File: config.mk
export PLATFORM = sky130hd
export DESIGN_NAME = fan_speed_ctrl
export DESIGN_NICKNAME = d
export VERILOG_FILES = /design/src/rtl/fan_speed_ctrl.sv
export SDC_FILE = /design/constraint.sdc
export NUM_CORES = 1
export LEC_CHECK = 0
export ABC_AREA = 1
export BUFFER_PORTS_ARGS = -buffer_cell sky130_fd_sc_hd__buf_2
export CAP_MARGIN = 20
export CORE_ASPECT_RATIO = 1.75
export CORE_MARGIN = 1
export CORE_UTILIZATION = 40
export CTS_CLUSTER_DIAMETER = 150
export DETAILED_ROUTE_END_ITERATION = 8
export GPL_ROUTABILITY_DRIVEN = 1
export PLACE_DENSITY = 0.62
export SLEW_MARGIN = 30
export SYNTH_ARGS = -nofsm -noshare
export SYNTH_HDL_FRONTEND = slang
export SYNTH_SLANG_ARGS = --single-unit
File: constraint.sdc
create_clock -name clk -period 17.3 [get_ports clk]
set_input_delay 1.73 -clock clk [delete_from_list [all_inputs] [get_ports clk]]
set_output_delay 1.73 -clock clk [all_outputs]
set_load 0.005 [all_outputs]
File: src/rtl/fan_speed_ctrl.sv
// rtl/fan_speed_ctrl.sv - fan duty-cycle controller with hysteresis, kick-start and slew-limited ramp
module fan_speed_ctrl #(
  parameter int TICK_DIV   = 1024,
  parameter int KICK_TICKS = 4,
  parameter int T_ON       = 25,
  parameter int HYST       = 2,
  parameter int SLOPE      = 12,
  parameter int MIN_SPEED  = 64,
  parameter int STEP       = 8
) (
  input  logic       clk,
  input  logic       arst_n,
  input  logic       enable,
  input  logic [7:0] temp,
  input  logic       temp_valid,
  output logic [7:0] speed,
  output logic       fan_on,
  output logic [1:0] state
);

  typedef enum logic [1:0] {
    S_OFF  = 2'd0,
    S_KICK = 2'd1,
    S_RAMP = 2'd2,
    S_RUN  = 2'd3
  } state_t;

  localparam logic [15:0] TICK_LAST = 16'(TICK_DIV - 1);
  localparam logic [7:0]  KICK_LAST = 8'(KICK_TICKS - 1);
  localparam logic [7:0]  T_ON_8    = 8'(T_ON);
  localparam logic [7:0]  T_OFF_8   = 8'(T_ON - HYST);
  localparam logic [7:0]  STEP_8    = 8'(STEP);

  state_t      st;
  logic [7:0]  temp_lat;
  logic [15:0] tick_cnt;
  logic [7:0]  kick_cnt;
  logic        tick;
  logic [7:0]  target;
  logic [7:0]  ramp_next;
  logic [31:0] target_raw;
  logic [7:0]  gap;

  assign state = st;
  assign tick  = (tick_cnt == TICK_LAST);

  // Wide intermediate so a hot sample saturates at full duty instead of wrapping.
  always_comb begin
    target_raw = 32'(MIN_SPEED);
    if (temp_lat > T_ON_8)
      target_raw = 32'(MIN_SPEED) + 32'(temp_lat - T_ON_8) * 32'(SLOPE);
    target = (target_raw > 32'd255) ? 8'hff : target_raw[7:0];
  end

  // One slew-limited step toward target; the last step lands exactly on it.
  always_comb begin
    ramp_next = speed;
    gap       = 8'd0;
    if (speed > target) begin
      gap       = speed - target;
      ramp_next = speed - ((gap < STEP_8) ? gap : STEP_8);
    end else if (speed < target) begin
      gap       = target - speed;
      ramp_next = speed + ((gap < STEP_8) ? gap : STEP_8);
    end
  end

  always_ff @(posedge clk or negedge arst_n) begin
    if (!arst_n) begin
      st       <= S_OFF;
      speed    <= 8'd0;
      fan_on   <= 1'b0;
      temp_lat <= 8'd0;
      tick_cnt <= 16'd0;
      kick_cnt <= 8'd0;
    end else begin
      if (temp_valid)
        temp_lat <= temp;
      tick_cnt <= tick ? 16'd0 : tick_cnt + 16'd1;

      if (st != S_OFF && (!enable || temp_lat < T_OFF_8)) begin
        st     <= S_OFF;
        speed  <= 8'd0;
        fan_on <= 1'b0;
      end else begin
        case (st)
          S_OFF: begin
            if (enable && temp_lat >= T_ON_8) begin
              st       <= S_KICK;
              speed    <= 8'hff;
              fan_on   <= 1'b1;
              kick_cnt <= 8'd0;
              tick_cnt <= 16'd0;
            end
          end
          S_KICK: begin
            if (tick) begin
              kick_cnt <= kick_cnt + 8'd1;
              if (kick_cnt == KICK_LAST)
                st <= S_RAMP;
            end
          end
          S_RAMP: begin
            if (tick) begin
              speed <= ramp_next;
              if (ramp_next == target)
                st <= S_RUN;
            end else if (speed == target) begin
              st <= S_RUN;
            end
          end
          S_RUN: begin
            if (speed != target)
              st <= S_RAMP;
          end
          default: st <= S_OFF;
        endcase
      end
    end
  end

endmodule

# --- Yosys cells after proc, flatten, opt, wreduce, memory -nomap -nowiden ---
# Index checks and enable logic that the tools add are counted.
op_classes:
  n_addsub: 8
  multipliers: 1
  magnitude_cmp: 8
  n_eq_ne: 17
  muxes: 29
  bitwise: 1
  reduce_logical: 14
ops:
  columns: ["operator", "count"]
  rows:
  - ["$mux W8", 10]
  - ["$mux W16", 4]
  - ["$add A7 B32 Y32 const A", 1]
  - ["$gt A32 B8 Y1 const B", 1]
  - ["$mul A32 B2 Y30 const B", 1]
  - ["$mux W32", 1]
  - ["$pmux W8 S2", 2]
  - ["$sub A8 B8 Y8", 3]
  - ["$add A16 B1 Y16 const B", 1]
  - ["$eq A16 B10 Y1 const B", 1]
  - ["$eq A8 B8 Y1", 2]
  - ["$lt A8 B4 Y1 const B", 2]
  - ["$mux W2", 8]
  - ["$ne A3 B3 Y1 const B", 5]
  - ["$sub A8 B5 Y9 const B", 1]
  - ["$add A8 B1 Y8 const B", 1]
  - ["$add A8 B8 Y8", 1]
  - ["$eq A8 B2 Y1 const B", 1]
  - ["$ge A8 B5 Y1 const B", 1]
  - ["$gt A8 B5 Y1 const B", 1]
  - ["$gt A8 B8 Y1", 1]
  - ["$lt A8 B5 Y1 const B", 1]
  - ["$lt A8 B8 Y1", 1]
  - ["$ne A4 B4 Y1 const B", 2]
  - ["17 further kinds", 25]
word_totals:
  register_bits: 43
  out_inout_bits: 11
  elab_cells: 84

# --- Logic depth before layout (Yosys ltp) ---
logic_depth:
  depth_word: 17
  depth_mapped: 63
  mapped_depth_nobuf: 62

# --- Worst setup path before layout ---
# Ideal clock, no wire load.
synth_path:
  path_kind: "register to register"
  startpoint: "reg temp_lat[0]"
  endpoint: "reg st[1], in the netlist state[1]"
  setup_time_ps: 117
  t_arrival_ps: 7119
  required_ps: 17183
  path_slack_ps: 10064
  path_stages_with_launch: 56
  n_path_buf: 1
  path_cell_list: "dfrtp_1 -> inv_2 -> ha_1 -> inv_1 -> nand2_1 -> nand2_1 -> ha_1 -> a21oi_1 -> nand2_1 -> xor2_1 -> inv_1 -> ha_1 -> inv_1 -> nor2_1 -> inv_1 -> nor2_4 -> nand2_1 -> ha_1 -> [... 20 more ...] -> nor2_1 -> o21ai_0 -> nand2_1 -> xnor2_1 -> nand2_1 -> nand2_1 -> inv_1 -> nand2_1 -> nand2_1 -> nand2_1 -> nor2_1 -> nand3_1 -> nand2_1 -> nand2_1 -> nand2_2 -> nand2_1 -> nand2_1 -> nand2_1"
synth_between:
  elab_chain_len: 15
  word_cells_on_any_way: 35
  cone_classes: "6 x add/sub; 1 x mul; 8 x order compare; 9 x eq/ne; 7 x mux; 4 x reduce/logical"
synth_lines:
  columns: ["element", "line", "rtl"]
  rows:
  - ["from (decl)", "35", "logic [7:0] temp_lat;"]
  - ["from (signal assigned)", "78", "temp_lat <= temp;"]
  - ["$sub A8 B5 Y9", "51", "target_raw = 32'(MIN_SPEED) + 32'(temp_lat - T_ON_8) * 32'(SLOPE);"]
  - ["$mul A32 B2 Y30", "51", null]
  - ["$add A7 B32 Y32", "51", null]
  - ["$mux W32", "50", "if (temp_lat > T_ON_8)"]
  - ["$gt A32 B8 Y1", "52", "target = (target_raw > 32'd255) ? 8'hff : target_raw[7:0];"]
  - ["$mux W8", "52", null]
  - ["$sub A8 B8 Y8", "63", "gap = target - speed;"]
  - ["$lt A8 B4 Y1", "64", "ramp_next = speed + ((gap < STEP_8) ? gap : STEP_8);"]
  - ["$mux W8", "64", null]
  - ["$add A8 B8 Y8", "64", null]
  - ["$mux W8", "62", "end else if (speed < target) begin"]
  - ["$mux W8", "59", "if (speed > target) begin"]
  - ["$eq A8 B8 Y1", "106", "if (ramp_next == target)"]
  - ["$ne A4 B4 Y1 (no line)", null, null]
  - ["$reduce_and A6 Y1 (no line)", null, null]
  - ["to (signal assigned)", "107", "st <= S_RUN;"]
  - ["to (signal assigned)", "109", "st <= S_RUN;"]
  - ["to (signal assigned)", "114", "st <= S_RAMP;"]
  - ["to (decl)", "34", "state_t st;"]
# Several ways; a longest one is shown, not always the timed one.
# A chain may end at the register's enable or synchronous reset.

# --- Final worst setup path ---
layout_path:
  startpoint: "reg temp_lat[0]"
  endpoint: "reg st[0], in the netlist state[0]"
# Same word-level chain as after synthesis.

==> results.txt <==
Category of the critical setup timing path: reg -> reg. From bottom edge to top edge, the die measures 141 um. The number of cells on the worst reg-to-reg path is 56. The number of warning messages in the yosys log was 0.

For the final standard cell area without fillers, the log shows 0.00485 mm^2. The tree built by TritonCTS fans out to 43 sinks. The final weighted congestion of routability-driven global placement was 0.908; the leakage component of the power was 2.55 nW. The ratio of total power to cell area came out at 163 mW/mm^2.

The summed instance area of the synthesized netlist is 0.00441 mm^2, and the starting DRC count in detailed routing is 133. In this run the critical register-to-register path is captured at state[0]$_DFFE_PN0P_. The worst-case headroom to the max-slew limit is 0.542. In this run the worst path has a maximum fanout of 13. The post-route non-filler standard cell count was 797; the half-perimeter wire length after detailed placement was 8.76 mm. The starting density of the core is 0.413.

Across the routed clock network, the largest skew measured is 7.86 ps. Shortest clock period the worst path allows after layout: 8440 ps. TritonCTS built the clock tree.

The worst hold path belongs to the class reg -> reg. The library cell appearing most often on the critical path was sky130_fd_sc_hd__nand2_1. The slowest stage of the critical path belongs to the cell sky130_fd_sc_hd__dfrtp_1. The final-layout setup total negative slack is 0 ps. In the final routed layout, each cell accounts on average for 13.2 um.

Summed over all layers, the routed wires come to 10.5 mm. Entering global routing, the biggest net connects 44 pins. The proportion of synthesized chip area in sequential cells was 0.244; the number of buffers inserted for hold repair after clock tree synthesis was 0. The largest area contributor in the netlist is sky130_fd_sc_hd__dfrtp_1. The worst register-to-register path begins at temp_lat[0]$_DFFE_PN0P_. The final cell utilization of the core was 0.453; the fraction of registers with async set/reset was 1.00.

In the synthesized netlist, the number of instances is 638. The repair_antennas step left the layout with diodes totalling 0. Including well taps, the total number of placed cells is 789. The initial antenna violation count came out at 0.

The via count of the first global-routing pass was 4,074. The count of nets after finishing is 729. The number of different library cells used by synthesis comes to 44. The tightest hold path in the finished design has a slack of 469 ps.

Number of rows created at floorplan: 50. The clock transition at the registers of the reported paths came out at 60 ps. STA classifies the critical path endpoint as a flip-flop. In this run the cell area measured after placement is 0.00468 mm^2. The flip-flop cell with the highest count after synthesis is sky130_fd_sc_hd__dfrtp_1. The final count of pins violating max slew is 0.

In this run the remaining antenna-violating nets after routing total 0. The setup slack at placement is 8930 ps, and the final setup violation count is 0. The tools report the termination of the worst setup path as state[0]$_DFFE_PN0P_. The logs give 2 for the maximum root-to-sink buffer count and 8610 ps for the signal arrival time at the worst endpoint.

The part of the cycle the worst path needs came out at 0.488. The tools report the CTS root buffer as sky130_fd_sc_hd__clkbuf_16. The overall global routing resource usage is 0.199, and the area added between synthesis and finish is 9.81%.

Before antenna repair, the detailed router went through 5 iterations. The setup check on the worst reg-to-reg path leaves a slack of 8860 ps. The mean number of vias per cell was 5.20; the setup slack of the critical path after layout was 8860 ps. The number of enable-type register cells in the synthesized netlist is 0, and the mean instance size in the synthesized netlist is 6.92 um^2. The tools report the number of top-level pins as 23. Yosys attributes the largest share of cell area to sky130_fd_sc_hd__dfrtp_1, sky130_fd_sc_hd__ha_1, sky130_fd_sc_hd__nand2_1. Across all layers, the routed design uses 4,148 vias. Static timing analysis puts the maximum clock frequency at 119 MHz. Max-cap violations in this run came to 0. The share of final-layout standard cells stronger than drive strength 1 was 0.112. TritonCTS created 5 clock buffers. The detailed-route DRC error count is 0. The run finished with clean final reports. The transition at the pin with the smallest max-transition slack is 687 ps.

Once the clock tree was built, the resizer swapped 0 gates to a different size. Port buffering added 22 buffers. Setup repair after global routing left no endpoint under its margin.

The worst setup path is launched from a flip-flop. The number of setup buffers added after CTS is 0. For the core footprint, the log shows 0.0107 mm^2. The total count of hold-check failures in the final report was 0; the horizontal die dimension was 81.4 um. The worst setup path startpoint is temp_lat[0]$_DFFE_PN0P_. The tools report the overall power after layout as 0.791 mW. The first global-routing pass estimated 17.9 mm of wire. The number of synthesized register bits is 43, and the share of the synthesized area in the top cell type is 0.244.

Required time at the worst-slack endpoint: 17,480 ps. The largest incremental delay on the critical path is 440 ps. Global-route congestion overflow total: 0. The run gives 0.0840 mV as the peak supply drop. For the total number of H-tree levels, the log shows 2.

The full die area was 0.0115 mm^2. The tools report the clock latency reported for the late side of the worst-skew pair as 280 ps.
## routing by layer
layer  up-vias  global-route usage  part of all wire
met5         -                   0                 0
met4         0              0.0996             0.050
met1      1908               0.199              0.38
li1       2128                   -                 -
met3        33              0.0239             0.029
met2        79               0.382              0.55
## registers in the layout, indices dropped and copies added, names as in the netlist
| register | cells |
|---|---|
| fan_on | 1 |
| kick_cnt | 8 |
| speed | 8 |
| state | 2 |
| temp_lat | 8 |
| tick_cnt | 16 |
## where the power goes
part           switching (mW)  total [mW]  internal (mW)  leakage, nW
registers              0.0318       0.155          0.123        0.555
clock network          0.0379       0.106         0.0680       0.0838
logic                   0.336       0.531          0.194         1.92
total                   0.406       0.791          0.385         2.55
## worst min path at each step
stage	from	end	slack (ps)	cells past startpoint
2_1_floorplan	tick_cnt[0]$_DFF_PN0_	tick_cnt[0]$_DFF_PN0_	430	1
3_3_place_gp	tick_cnt[0]$_DFF_PN0_	tick_cnt[0]$_DFF_PN0_	470	1
3_5_place_dp	tick_cnt[0]$_DFF_PN0_	tick_cnt[0]$_DFF_PN0_	460	1
4_1_cts	tick_cnt[0]$_DFF_PN0_	tick_cnt[0]$_DFF_PN0_	470	1
5_1_grt	tick_cnt[0]$_DFF_PN0_	tick_cnt[0]$_DFF_PN0_	500	1
6_report	tick_cnt[0]$_DFF_PN0_	tick_cnt[0]$_DFF_PN0_	470	1
## logic make-up (layout without fill, tap and decap cells)
logic type      count (synthesis)  in the layout  share of synthesized area
xor+xnor                       30             30                     0.0595
other cells                     2              6                    0.00170
buf+inv                       100            125                     0.0870
flops                          43             43                      0.244
compound gates                 93             93                      0.119
simple gates                  319            319                      0.336
fa+ha+maj                      51             51                      0.153
## cells in the final DEF, fill, tap and decap left out, types with 3 or more instances in the layout
| cell | count |
|---|---|
| sky130_fd_sc_hd__xnor2_1 | 12 |
| sky130_fd_sc_hd__nor2_4 | 3 |
| sky130_fd_sc_hd__nor2_1 | 64 |
| sky130_fd_sc_hd__inv_2 | 5 |
| sky130_fd_sc_hd__nand2_1 | 142 |
| sky130_fd_sc_hd__fa_1 | 5 |
| sky130_fd_sc_hd__nand3_1 | 44 |
| sky130_fd_sc_hd__a21oi_1 | 34 |
| sky130_fd_sc_hd__o21ai_0 | 31 |
| sky130_fd_sc_hd__or2_2 | 5 |
| sky130_fd_sc_hd__dfrtp_1 | 43 |
| sky130_fd_sc_hd__nor4_1 | 5 |
| sky130_fd_sc_hd__nand3_2 | 7 |
| sky130_fd_sc_hd__nand2_2 | 18 |
| sky130_fd_sc_hd__conb_1 | 6 |
| sky130_fd_sc_hd__nor3_1 | 10 |
| sky130_fd_sc_hd__o21bai_1 | 3 |
| sky130_fd_sc_hd__inv_1 | 89 |
| sky130_fd_sc_hd__clkbuf_16 | 5 |
| sky130_fd_sc_hd__nand2_4 | 3 |
| sky130_fd_sc_hd__ha_1 | 46 |
| sky130_fd_sc_hd__buf_2 | 21 |
| sky130_fd_sc_hd__xor2_1 | 18 |
| sky130_fd_sc_hd__nor3b_1 | 5 |
| sky130_fd_sc_hd__o22ai_1 | 8 |
| sky130_fd_sc_hd__o21ai_1 | 3 |
| sky130_fd_sc_hd__nand4_1 | 8 |
## final cells by class
class | instances | area (um^2)
well taps | 130 | 163
clock buffers | 5 | 125
fillers | 1099 | 5850
inverters | 95 | 358
repair buffers | 22 | 113
clock inverters | 3 | 43.8
multi-input cells | 499 | 2970
flip-flops and latches | 43 | 1080
## Yosys cell counts, drive strengths merged (6+ instances only)
cell type	count
nand2	163
inv	94
nor2	67
nand3	51
ha	46
dfrtp	43
a21oi	35
o21ai	34
xor2	18
xnor2	12
nor3	10
nand4	8
o22ai	8
nor4	6
or2	6
## worst max-delay path: cells and delay by family (launching register included)
kind            cells  cell delay [ps]
simple gates       33             3530
fa+ha+maj           8             2140
compound gates      5             1140
buf+inv             8              810
flops               1              440
xor+xnor            2              300
Note: power is estimated with default switching activity, not from simulation.
